<file path="config.mk">
export PLATFORM = sky130hd
export DESIGN_NAME = pwm_capture
export DESIGN_NICKNAME = d
export VERILOG_FILES = /design/src/rtl/pwm_capture.sv
export SDC_FILE = /design/constraint.sdc
export NUM_CORES = 1
export LEC_CHECK = 0
export ABC_AREA = 1
export BUFFER_PORTS_ARGS = -buffer_cell sky130_fd_sc_hd__buf_2
export CORE_MARGIN = 2
export CORE_UTILIZATION = 51
export CTS_CLUSTER_SIZE = 30
export DETAILED_ROUTE_END_ITERATION = 7
export GPL_TIMING_DRIVEN = 0
export MAX_ROUTING_LAYER = met4
export PLACE_DENSITY_LB_ADDON = 0.3
export SLEW_MARGIN = 0
export SYNTH_ARGS = -nofsm -noshare
export SYNTH_HDL_FRONTEND = slang
export SYNTH_SLANG_ARGS = --single-unit
</file>
<file path="constraint.sdc">
create_clock -name clk -period 1.7 [get_ports clk]
set_clock_uncertainty 0.2 [all_clocks]
set_input_delay 0.17 -clock clk [delete_from_list [all_inputs] [get_ports clk]]
set_output_delay 0.17 -clock clk [all_outputs]
set_load 0.03 [all_outputs]
</file>
<file path="src/rtl/pwm_capture.sv">
// Measures high time and rising-to-rising period of an asynchronous PWM input in clk cycles.
// A missing period for TIMEOUT cycles reports a stuck input together with its level.
module pwm_capture #(
   parameter int CNT_W   = 12,
   parameter int TIMEOUT = 4000
) (
   input  logic             clk,
   input  logic             rst_n,
   input  logic             pwm_in,
   output logic [CNT_W-1:0] duty,
   output logic [CNT_W-1:0] period,
   output logic             valid,
   output logic             stuck,
   output logic             stuck_lvl
);

   localparam logic [CNT_W-1:0] CNT_MAX = {CNT_W{1'b1}};
   localparam logic [CNT_W-1:0] TMO_VAL = CNT_W'(TIMEOUT);

   typedef enum logic [1:0] {
      IDLE    = 2'd0,
      MEAS_HI = 2'd1,
      MEAS_LO = 2'd2
   } state_t;

   state_t           state_q, state_d;
   logic             s1, s2, s3;
   logic             rise, fall;
   logic [CNT_W-1:0] per_cnt;
   logic [CNT_W-1:0] hi_lat;
   logic             tmo_hit;
   logic             publish;
   logic             hi_cap;
   logic             tmo_pulse;

   // s1/s2 resolve metastability; s3 only provides the previous level for edge detection.
   always_ff @(posedge clk or negedge rst_n) begin
      if (!rst_n) begin
         s1 <= 1'b0;
         s2 <= 1'b0;
         s3 <= 1'b0;
      end else begin
         s1 <= pwm_in;
         s2 <= s1;
         s3 <= s2;
      end
   end

   assign rise = s2 & ~s3;
   assign fall = ~s2 & s3;

   always_ff @(posedge clk or negedge rst_n) begin
      if (!rst_n)
         per_cnt <= '0;
      else if (rise)
         per_cnt <= CNT_W'(1);
      else if (per_cnt != CNT_MAX)
         per_cnt <= per_cnt + CNT_W'(1);
   end

   // A rise on the timeout cycle wins, so the timeout term excludes it.
   assign tmo_hit = (per_cnt == TMO_VAL) && !rise;

   always_ff @(posedge clk or negedge rst_n) begin
      if (!rst_n)
         state_q <= IDLE;
      else
         state_q <= state_d;
   end

   always_comb begin
      state_d = state_q;
      case (state_q)
         IDLE:    if (rise) state_d = MEAS_HI;
         MEAS_HI: begin
            if (tmo_hit)   state_d = IDLE;
            else if (fall) state_d = MEAS_LO;
         end
         MEAS_LO: begin
            if (rise)         state_d = MEAS_HI;
            else if (tmo_hit) state_d = IDLE;
         end
         default: state_d = IDLE;
      endcase
   end

   // In IDLE a timeout only strobes valid on the first entry into stuck.
   always_comb begin
      publish   = 1'b0;
      hi_cap    = 1'b0;
      tmo_pulse = 1'b0;
      case (state_q)
         IDLE:    tmo_pulse = tmo_hit && !stuck;
         MEAS_HI: begin
            hi_cap    = fall && !tmo_hit;
            tmo_pulse = tmo_hit;
         end
         MEAS_LO: begin
            publish   = rise;
            tmo_pulse = tmo_hit;
         end
         default: ;
      endcase
   end

   always_ff @(posedge clk or negedge rst_n) begin
      if (!rst_n)
         hi_lat <= '0;
      else if (hi_cap)
         hi_lat <= per_cnt;
   end

   // per_cnt still holds the full period on the publish cycle; the reload lands on the same edge.
   always_ff @(posedge clk or negedge rst_n) begin
      if (!rst_n) begin
         duty      <= '0;
         period    <= '0;
         valid     <= 1'b0;
         stuck     <= 1'b0;
         stuck_lvl <= 1'b0;
      end else begin
         valid <= publish | tmo_pulse;
         if (publish) begin
            duty   <= hi_lat;
            period <= per_cnt;
            stuck  <= 1'b0;
         end else if (tmo_hit) begin
            stuck     <= 1'b1;
            stuck_lvl <= s2;
            duty      <= s2 ? CNT_MAX : '0;
            period    <= CNT_MAX;
         end
      end
   end

endmodule
</file>
==> metrics.cfg, run 1 <==
[outcome]
outcome=finished, violations left
violations=hold timing, setup timing

[cts]
numCtsBuffers=5
htree_levels=2
cts_tree=done
clk_pin_slew_ps=100
cts_sinks=56
clock_latency_ps=310
root_buffer=clkbuf_8
clockBufferDepth=2
hold_buffers=1

[pwr]
switching_share_pct=38.1
intPower_mw=2.65
power.net_switching_mw=1.63
p_seq_share_pct=42.5
cellLeakagePower_nw=1.74
power.density_nw_per_um2=1320
power_frac_clock_pct=20.1
vdd.ir_drop.worst_uv=844
pwr-share-comb_pct=37.4
total_power_mw=4.28

[worst_setup_path]
crit_type=register to register
cp_max_fo=5
critPathArrivalTime_ps=1840
critPathLaunchType=register
end_kind=register
worstPathRequired_ps=1750

[placement]
hpwl_um=3560
numPortBuffers=29
gp_congestion=0.876
dp_cells=352

[sta]
worstMarginPinSlew_ps=1190
slew_violations=0
fin_crit_ps=1790
fin_tns_setup_ps=-2310
setup_viol=40
hold_viol=56
layout_setup_ws_ps=-91.3
hold_slack_ps=-109
fmax_mhz=558
fin_crit_sh_pct=105
rsz0062_at_grt=yes
relSlewSlack_pct=21.0

[finish]
layout_common_cells=nand2_1, dfrtp_1, buf_2
diodes=0
syn2layout_area_growth_pct=32.4
finalNonFillerCells=383
nets=337
drive_above_1_share_pct=39.5
final_common_cell=nand2_1

[grt]
grt_pass1_wl_um=9070
grt_use_total_pct=22.8
grt_overflow=0
antenna_found_initial=0
grt_pass1_vias=1938
grt_start_max_net_pins=57

[synthesis]
synth_top_area_cell=dfrtp_1
syn_nets=278
syn-cell-area_um2=2450
synthesis.instances=269
ys_seq_elements=56
avgSynthCellArea_um2=9.11
synth.top_cell.area_share_pct=57.2
yosys_warnings=0
yosys.cell_types.count=27
netlist_top_cells_area=dfrtp_1, nand2_1, nand3_1
yosysSeqAreaShare_pct=57.2

[detailed_routing]
viasPerCell=5.29
drtIter0Drc=105
drc_errors=0
ant_nets=0
wl_per_cell_um=14.8
dr_total_vias=2027
routed_wl_um=5680
first_pass_iters=4

[floorplan]
die_x_um=73.3
start_util_pct=52.2
core_um2=4690
num_rows=25
die_h_um=73.3
ioPinCount=30
die-area_um2=5370

[job]
maxCapViolations=0

[worst_hold_path]
min_path_type=input pin to asynchronous set/reset pin

state kept, by name (all words and copies together), names as in the netlist:
signal / count
s1: 1
hi_lat: 12
stuck_lvl: 1
valid: 1
stuck: 1
s2: 1
s3: 1
duty: 12
per_cnt: 12
period: 12
state_q: 2
cells by family (layout without fill, tap and decap cells):
group           Yosys count  after routing  synth area share, %
simple gates            135            135                 24.0
flops                    56             56                 57.2
compound gates           41             41                 9.81
buf+inv                  30             90                 5.57
fa+ha+maj                 6              6                 3.06
xor+xnor                  1              1                0.358
repair_timing:
action                                  in CTS  in global routing
endpoints found under the setup margin      51                 52
pin swaps                                    5                 11
setup buffers                               10                  9
gates resized for setup                     37                 31
gates cloned                                 2                  1
endpoints found under the hold margin       57                  2
routing by layer:
metal  GRT usage (%)  part of all wire, %  vias up
met3            5.08                  3.8       12
li1                -                    -      998
met1            28.0                   43      964
met5               -                    0        -
met4            7.68                  1.9        0
met2            37.5                   51       53
worst paths after layout:
kind	start	to	slack, ps	cells past startpoint
setup / recovery	per_cnt[1]	per_cnt[10]	-90	10
hold / removal	rst_n	duty[9]	-110	1
setup reg to reg	per_cnt[1]	per_cnt[10]	-90	10
hold reg to reg	s1	s2	160	0
max in group asynchronous	rst_n	per_cnt[7]	600	1
min in group clk	s1	s2	160	0
power groups by stage:
stage | logic, mW | registers, mW | clock network [mW]
6_report | 1.60 | 1.82 | 0.859
5_1_grt | 1.76 | 1.86 | 0.933
4_1_cts | 1.44 | 1.83 | 0.882
3_5_place_dp | 1.29 | 1.85 | 0
3_3_place_gp | 1.26 | 1.84 | 0
2_1_floorplan | 0.606 | 2.15 | 0
per-stage QoR:
| step | utilization [%] | hold WS, ps | instance area [µm²] | setup slack, ps |
|---|---|---|---|---|
| after floorplan | - | -326 | 2530 | 10.1 |
| after global placement | 58.5 | 78.6 | 2750 | -338 |
| after detailed placement | 58.5 | 80.3 | 2750 | -355 |
| after CTS | 65.3 | -50.7 | 3060 | -111 |
| after global routing | 69.1 | -1.15 | 3240 | -158 |
| final | 69.1 | -109 | 3240 | -91.3 |
layout make-up:
cell class,count,area (µm²)
Buffer,9,85.1
Sequential cell,56,1410
Tap cell,54,67.6
Timing Repair Buffer,52,345
Clock buffer,5,68.8
Fill cell,378,1450
Inverter,21,81.3
Clock inverter,3,42.5
Multi-Input combinational cell,183,1140
synth_stat cells:
cell,n
nand2_1,81
dfrtp_1,56
nand3_1,23
inv_1,21
o21ai_0,19
nor2_1,17
a21oi_1,11
ha_1,6
clkbuf_1,4
nor3_1,4
o22a_1,4
nand4_1,3
nor2_2,3
a31o_2,2
a31oi_1,2
buf_2,2
a211oi_1,1
buf_4,1
buf_6,1
clkbuf_8,1
nand2_2,1
nand4_4,1
nor2_4,1
o211a_1,1
o31ai_1,1
or2_4,1
xor2_1,1
critical path, cell delays in order (launching register included):
cell and delay (ps):
dfrtp_1 430, ha_2 220, nand2_1 60, inv_2 70, nand3_2 110, nor2_4 250
buf_6 130, nand4_1 70, nand2_1 70, inv_1 30, nor2_1 80
(Power assumes the default switching activity.)
==> run 2: changes to the inputs <==
--- a/config.mk
+++ b/config.mk
@@ -8,7 +8,7 @@
 export ABC_AREA = 1
 export BUFFER_PORTS_ARGS = -buffer_cell sky130_fd_sc_hd__buf_2
 export CORE_MARGIN = 2
-export CORE_UTILIZATION = 51
+export CORE_UTILIZATION = 60
 export CTS_CLUSTER_SIZE = 30
 export DETAILED_ROUTE_END_ITERATION = 7
 export GPL_TIMING_DRIVEN = 0
==> constraint.sdc (replaced) <==
create_clock -name clk -period 2.1 [get_ports clk]
set_clock_uncertainty 0.2 [all_clocks]
set_input_delay 0.21 -clock clk [delete_from_list [all_inputs] [get_ports clk]]
set_output_delay 0.21 -clock clk [all_outputs]
set_load 0.03 [all_outputs]
==> metrics.cfg, run 2 (synthesis gave the netlist of run 1 again) <==
[outcome]
outcome=complete, no violations  ; was finished, violations left

[pwr]
power.net_switching_mw=1.20  ; was 1.63 mW
switching_share_pct=38.7  ; was 38.1%
pwr-share-comb_pct=33.1  ; was 37.4%
power_frac_clock_pct=19.3  ; was 20.1%
intPower_mw=1.90  ; was 2.65 mW
vdd.ir_drop.worst_uv=864  ; was 844 µV
power.density_nw_per_um2=1100  ; was 1320 nW/µm²
p_seq_share_pct=47.7  ; was 42.5%
cellLeakagePower_nw=1.51  ; was 1.74 nW

[cts]
cts_sinks=56  ; unchanged
clock_latency_ps=310  ; about the same
root_buffer=clkbuf_8  ; unchanged
cts_tree=done  ; unchanged
clockBufferDepth=2  ; unchanged
clk_pin_slew_ps=90  ; was 100 ps
numCtsBuffers=5  ; unchanged
htree_levels=2  ; unchanged

[finish]
multi_input_area_um2=937  ; was 1140 µm²
layout_common_cells=nand2_1, dfrtp_1, buf_2  ; unchanged
fin_util_pct=70.8  ; was 69.1%
drive_above_1_share_pct=19.4  ; was 39.5%
diodes=0  ; unchanged
nets=318  ; was 337
finalNonFillerCells=360  ; was 383
final-seq-area_um2=1400  ; was 1410 µm²
syn2layout_area_growth_pct=14.8  ; was 32.4%
fin_area_um2=2810  ; was 3240 µm²
num-fill-cells=315  ; was 378
final_common_cell=nand2_1  ; unchanged

[floorplan]
die_h_um=67.9  ; was 73.3 µm
start_util_pct=61.7  ; was 52.2%
die_x_um=67.9  ; was 73.3 µm
num_rows=23  ; was 25
ioPinCount=30  ; unchanged
core_um2=3970  ; was 4690 µm²
die-area_um2=4610  ; was 5370 µm²

[worst_setup_path]
cp_max_fo=10  ; was 5
end_kind=register  ; unchanged
crit_chain=inv_1, ha_1, nand2_1, nor2_4, nand4_4, nand2_2, nor2_2, buf_2, nand2_1, nand2_1  ; was ha_2, nand2_1, inv_2, nand3_2, nor2_4, buf_6, nand4_1, nand2_1, inv_1, nor2_1
critPathLaunchType=register  ; unchanged
cpMostUsedCell=nand2_1  ; unchanged
cp_top_family=simple AND/OR/NAND/NOR gates  ; unchanged
critPathArrivalTime_ps=2040  ; was 1840 ps
worstPathRequired_ps=2100  ; was 1750 ps
crit_type=register to register  ; unchanged
cp_slowest_cell=dfrtp_2  ; was dfrtp_1
crit_buf_inv=2  ; was 3
max_stage_delay_ps=470  ; was 430 ps

[grt]
grt_start_max_net_pins=57  ; unchanged
antenna_found_initial=0  ; unchanged
grt_use_total_pct=23.6  ; was 22.8%
grt_pass1_wl_um=7760  ; was 9070 µm
grt_pass1_vias=1698  ; was 1938
grt_overflow=0  ; unchanged

[sta]
relSlewSlack_pct=21.2  ; was 21.0%
slew_violations=0  ; unchanged
fmax_mhz=491  ; was 558 MHz
setup_viol=0  ; was 40
layout_setup_ws_ps=62.5  ; was -91.3 ps
fin_crit_ps=2040  ; was 1790 ps
fin_crit_sh_pct=97.0  ; was 105%
worstMarginPinSlew_ps=1180  ; was 1190 ps
hold_viol=0  ; was 56
hold_slack_ps=159  ; was -109 ps

[placement]
hpwl_um=3440  ; was 3560 µm
pre_cts_ws_ps=-17.6  ; was -355 ps
numPortBuffers=29  ; unchanged
dp_cells=348  ; was 352
placed_cell_area_um2=2660  ; was 2750 µm²
gp_congestion=0.895  ; was 0.876

[detailed_routing]
ant_nets=0  ; unchanged
dr_total_vias=1933  ; was 2027
viasPerCell=5.37  ; was 5.29
routed_wl_um=4900  ; was 5680 µm
wl_per_cell_um=13.6  ; was 14.8 µm
first_pass_iters=5  ; was 4
drtIter0Drc=123  ; was 105
drc_errors=0  ; unchanged

[job]
maxCapViolations=0  ; unchanged

[worst_hold_path]
min_path_type=register to register  ; was input pin to asynchronous set/reset pin

## run 2: area by class of cell
cell class                      count  area share [%]
Timing Repair Buffer               33            6.41
Multi-Input combinational cell    183            33.3
Sequential cell                    56            49.9
Buffer                              9            2.09
Inverter                           21            2.80
Clock inverter                      2           0.356
Clock buffer                        6            2.94
Tap cell                           50            2.22
## run 2: stage by stage
stage	setup TNS, ps	power (mW)
3_5_place_dp	-49.4	2.51
6_report	0	3.10
5_1_grt	-145	3.31
2_1_floorplan	0	2.20
4_1_cts	0	3.11
3_3_place_gp	0	2.47
## run 2: timing repair
item,in CTS,in global routing
hold endpoints to repair,57,0
resized for setup,1,9
hold buffers,2,0
setup buffers,0,2
setup endpoints to repair,17,35
## run 2: final timing paths
| check | startpoint | to | slack (ps) | cells past startpoint |
|---|---|---|---|---|
| setup reg to reg | per_cnt[0] | hi_lat[6] | 60 | 10 |
| setup / recovery | per_cnt[0] | hi_lat[6] | 60 | 10 |
| min in group asynchronous | rst_n | per_cnt[2] | 480 | 2 |
| max in group asynchronous | rst_n | per_cnt[0] | 440 | 2 |
| hold reg to reg | s1 | s2 | 160 | 0 |
| hold / removal | s1 | s2 | 160 | 0 |
## run 2: power groups by stage
stage          Sequential (mW)  Clock (mW)  Combinational (mW)
6_report                  1.48       0.597                1.03
5_1_grt                   1.51       0.657                1.14
3_3_place_gp              1.48           0               0.987
2_1_floorplan             1.74           0               0.461
3_5_place_dp              1.50           0                1.01
4_1_cts                   1.48       0.612                1.02
## run 2: layer usage
metal / up-vias / global-route usage, % / share of wire (%)
met4: 0 / 10.0 / 1.3
met1: 923 / 29.3 / 43
met2: 52 / 37.9 / 51
met3: 5 / 4.93 / 5.0
li1: 953 / - / -
met5: - / - / 0
==> run 3: changes to the inputs <==
--- a/config.mk
+++ b/config.mk
@@ -7,8 +7,10 @@
 export LEC_CHECK = 0
 export ABC_AREA = 1
 export BUFFER_PORTS_ARGS = -buffer_cell sky130_fd_sc_hd__buf_2
+export CELL_PAD_IN_SITES_DETAIL_PLACEMENT = 1
+export CELL_PAD_IN_SITES_GLOBAL_PLACEMENT = 2
 export CORE_MARGIN = 2
-export CORE_UTILIZATION = 60
+export CORE_UTILIZATION = 32
 export CTS_CLUSTER_SIZE = 30
 export DETAILED_ROUTE_END_ITERATION = 7
 export GPL_TIMING_DRIVEN = 0
==> constraint.sdc (replaced) <==
create_clock -name clk -period 1.8 [get_ports clk]
set_clock_uncertainty 0.2 [all_clocks]
set_input_delay 0.18 -clock clk [delete_from_list [all_inputs] [get_ports clk]]
set_output_delay 0.18 -clock clk [all_outputs]
set_load 0.03 [all_outputs]
==> metrics.cfg, run 3 (synthesis gave the netlist of run 1 again) <==
[worst_hold_path]
hold_depth=0  ; unchanged
min_path_type=register to register  ; unchanged

[grt]
grt_pass1_vias=2049  ; was 1698
antenna_found_initial=0  ; unchanged
grt_pass1_wl_um=10500  ; was 7760 µm
grt_start_max_net_pins=57  ; unchanged
grt_overflow=0  ; unchanged
grt_use_total_pct=16.2  ; was 23.6%

[worst_setup_path]
critPathArrivalTime_ps=1880  ; was 2040 ps
cp_max_fo=5  ; was 10
max_stage_delay_ps=460  ; was 470 ps
critPathLaunchType=register  ; unchanged
end_kind=register  ; unchanged
worstPathRequired_ps=1850  ; was 2100 ps
crit_chain=inv_2, ha_4, nand2_4, nor2_4, nand4_4, or2_4, buf_8, nand3_1  ; was inv_1, ha_1, nand2_1, nor2_4, nand4_4, nand2_2, nor2_2, buf_2, nand2_1, nand2_1
crit_type=register to register  ; unchanged
cp_slowest_cell=dfrtp_2  ; unchanged
rr_worst_depth=8  ; was 10

[sta]
hold_viol=0  ; unchanged
slew_violations=0  ; unchanged
worstMarginPinSlew_ps=718  ; was 1180 ps
setup_viol=14  ; was 0
fmax_mhz=545  ; was 491 MHz
fin_crit_sh_pct=102  ; was 97.0%
fin_tns_setup_ps=-162  ; was 0 ps
rsz0062_at_grt=yes
layout_setup_ws_ps=-34.1  ; was 62.5 ps
fin_crit_ps=1830  ; was 2040 ps
relSlewSlack_pct=52.1  ; was 21.2%
hold_slack_ps=158  ; was 159 ps

[floorplan]
die_x_um=91.5  ; was 67.9 µm
num_rows=31  ; was 23
start_util_pct=33.4  ; was 61.7%
die-area_um2=8370  ; was 4610 µm²
ioPinCount=30  ; unchanged
die_h_um=91.5  ; was 67.9 µm
core_um2=7330  ; was 3970 µm²

[detailed_routing]
wl_per_cell_um=15.1  ; was 13.6 µm
ant_nets=0  ; unchanged
dr_total_vias=2058  ; was 1933
viasPerCell=4.77  ; was 5.37
drc_errors=0  ; unchanged
routed_wl_um=6510  ; was 4900 µm
drtIter0Drc=81  ; was 123
first_pass_iters=4  ; was 5

[cts]
htree_levels=2  ; unchanged
clock_latency_ps=310  ; about the same
clk_pin_slew_ps=100  ; was 90 ps
numCtsBuffers=5  ; unchanged
cts_sinks=56  ; unchanged
root_buffer=clkbuf_8  ; unchanged
cts_tree=done  ; unchanged
clockBufferDepth=2  ; unchanged

[finish]
syn2layout_area_growth_pct=34.5  ; was 14.8%
nets=340  ; was 318
final_common_cell=nand2_1  ; unchanged
multi_input_area_um2=1140  ; was 937 µm²
final-seq-area_um2=1410  ; was 1400 µm²
finalNonFillerCells=431  ; was 360
diodes=0  ; unchanged
layout_common_cells=nand2_1, dfrtp_1, buf_2  ; unchanged
num-fill-cells=846  ; was 315
drive_above_1_share_pct=39.5  ; was 19.4%

[outcome]
outcome=finished, violations left  ; was complete, no violations
violations=setup timing

[job]
maxCapViolations=0  ; unchanged

[placement]
hpwl_um=4200  ; was 3440 µm
dp_cells=397  ; was 348
numPortBuffers=29  ; unchanged
gp_congestion=0.759  ; was 0.895

[pwr]
cellLeakagePower_nw=1.74  ; was 1.51 nW
vdd.ir_drop.worst_uv=620  ; was 864 µV
power.density_nw_per_um2=1220  ; was 1100 nW/µm²

[run 3: changes by cell type in the layout (fill, tap and decap cells not counted), moves of 6 or more]
cell / before / now
nand3_2: 1 / 12
nand2_1: 78 / 55
buf_6: 1 / 7
buf_4: 3 / 21
nand2_2: 3 / 20
nand3_1: 22 / 10
nand2_4: 1 / 7
[run 3: worst max-delay path: cells and delay by family, from the launching register on]
| kind | cells | cell delay [ps] |
|---|---|---|
| adder cells (fa/ha/maj) | 1 | 140 |
| buffers and inverters | 2 | 240 |
| flip-flops | 1 | 460 |
| AND/OR/NAND/NOR | 5 | 730 |
[run 3: area by class of cell]
class	count	area share, %
inverters	21	2.47
plain buffers	9	2.28
repair buffers	55	11.2
clock inverters	2	0.304
well taps	99	3.76
clock buffers	6	2.51
flip-flops and latches	56	42.7
multi-input cells	183	34.7
[run 3: worst paths after layout]
check                            from         end  slack, ps
min                                s1          s2        160
min reg2reg                        s1          s2        160
min in group asynchronous       rst_n     duty[4]        280
max in group asynchronous       rst_n  per_cnt[8]        610
max                        per_cnt[1]     duty[3]        -30
max reg2reg                per_cnt[1]     duty[3]        -30
[run 3: where the power goes]
part           switching, mW  leakage (nW)  internal (mW)
logic                  0.988         0.954          0.608
clock network          0.403        0.0510          0.308
registers              0.187         0.733           1.53
[run 3: per-stage QoR]
step	power [mW]	cell area (µm²)	setup slack [ps]	utilization, %
detailed placement	2.97	2720	-357	37.1
CTS	3.85	3030	2.21	41.3
floorplan	2.57	2450	40.3	-
global placement	2.93	2720	-367	37.1
finish	4.03	3300	-34.1	45.0
global route	4.30	3300	-132	45.0
[run 3: what timing repair did]
item | CTS | global route
hold endpoints to repair | 57 | 56
setup endpoints to repair | 51 | 50
pin swaps | 6 | 10
gates resized for setup | 28 | 57
gates cloned | 1 | 2
hold buffers | 1 | 1
buffers inserted | 15 | 6
[run 3: per-layer routing]
metal / up-vias / global-route usage, % / part of all wire [%]
li1: 1000 / - / -
met1: 1023 / 21.6 / 47
met2: 28 / 25.8 / 50
met3: 7 / 2.57 / 2.3
met4: 0 / 4.17 / 1.1
met5: - / - / 0
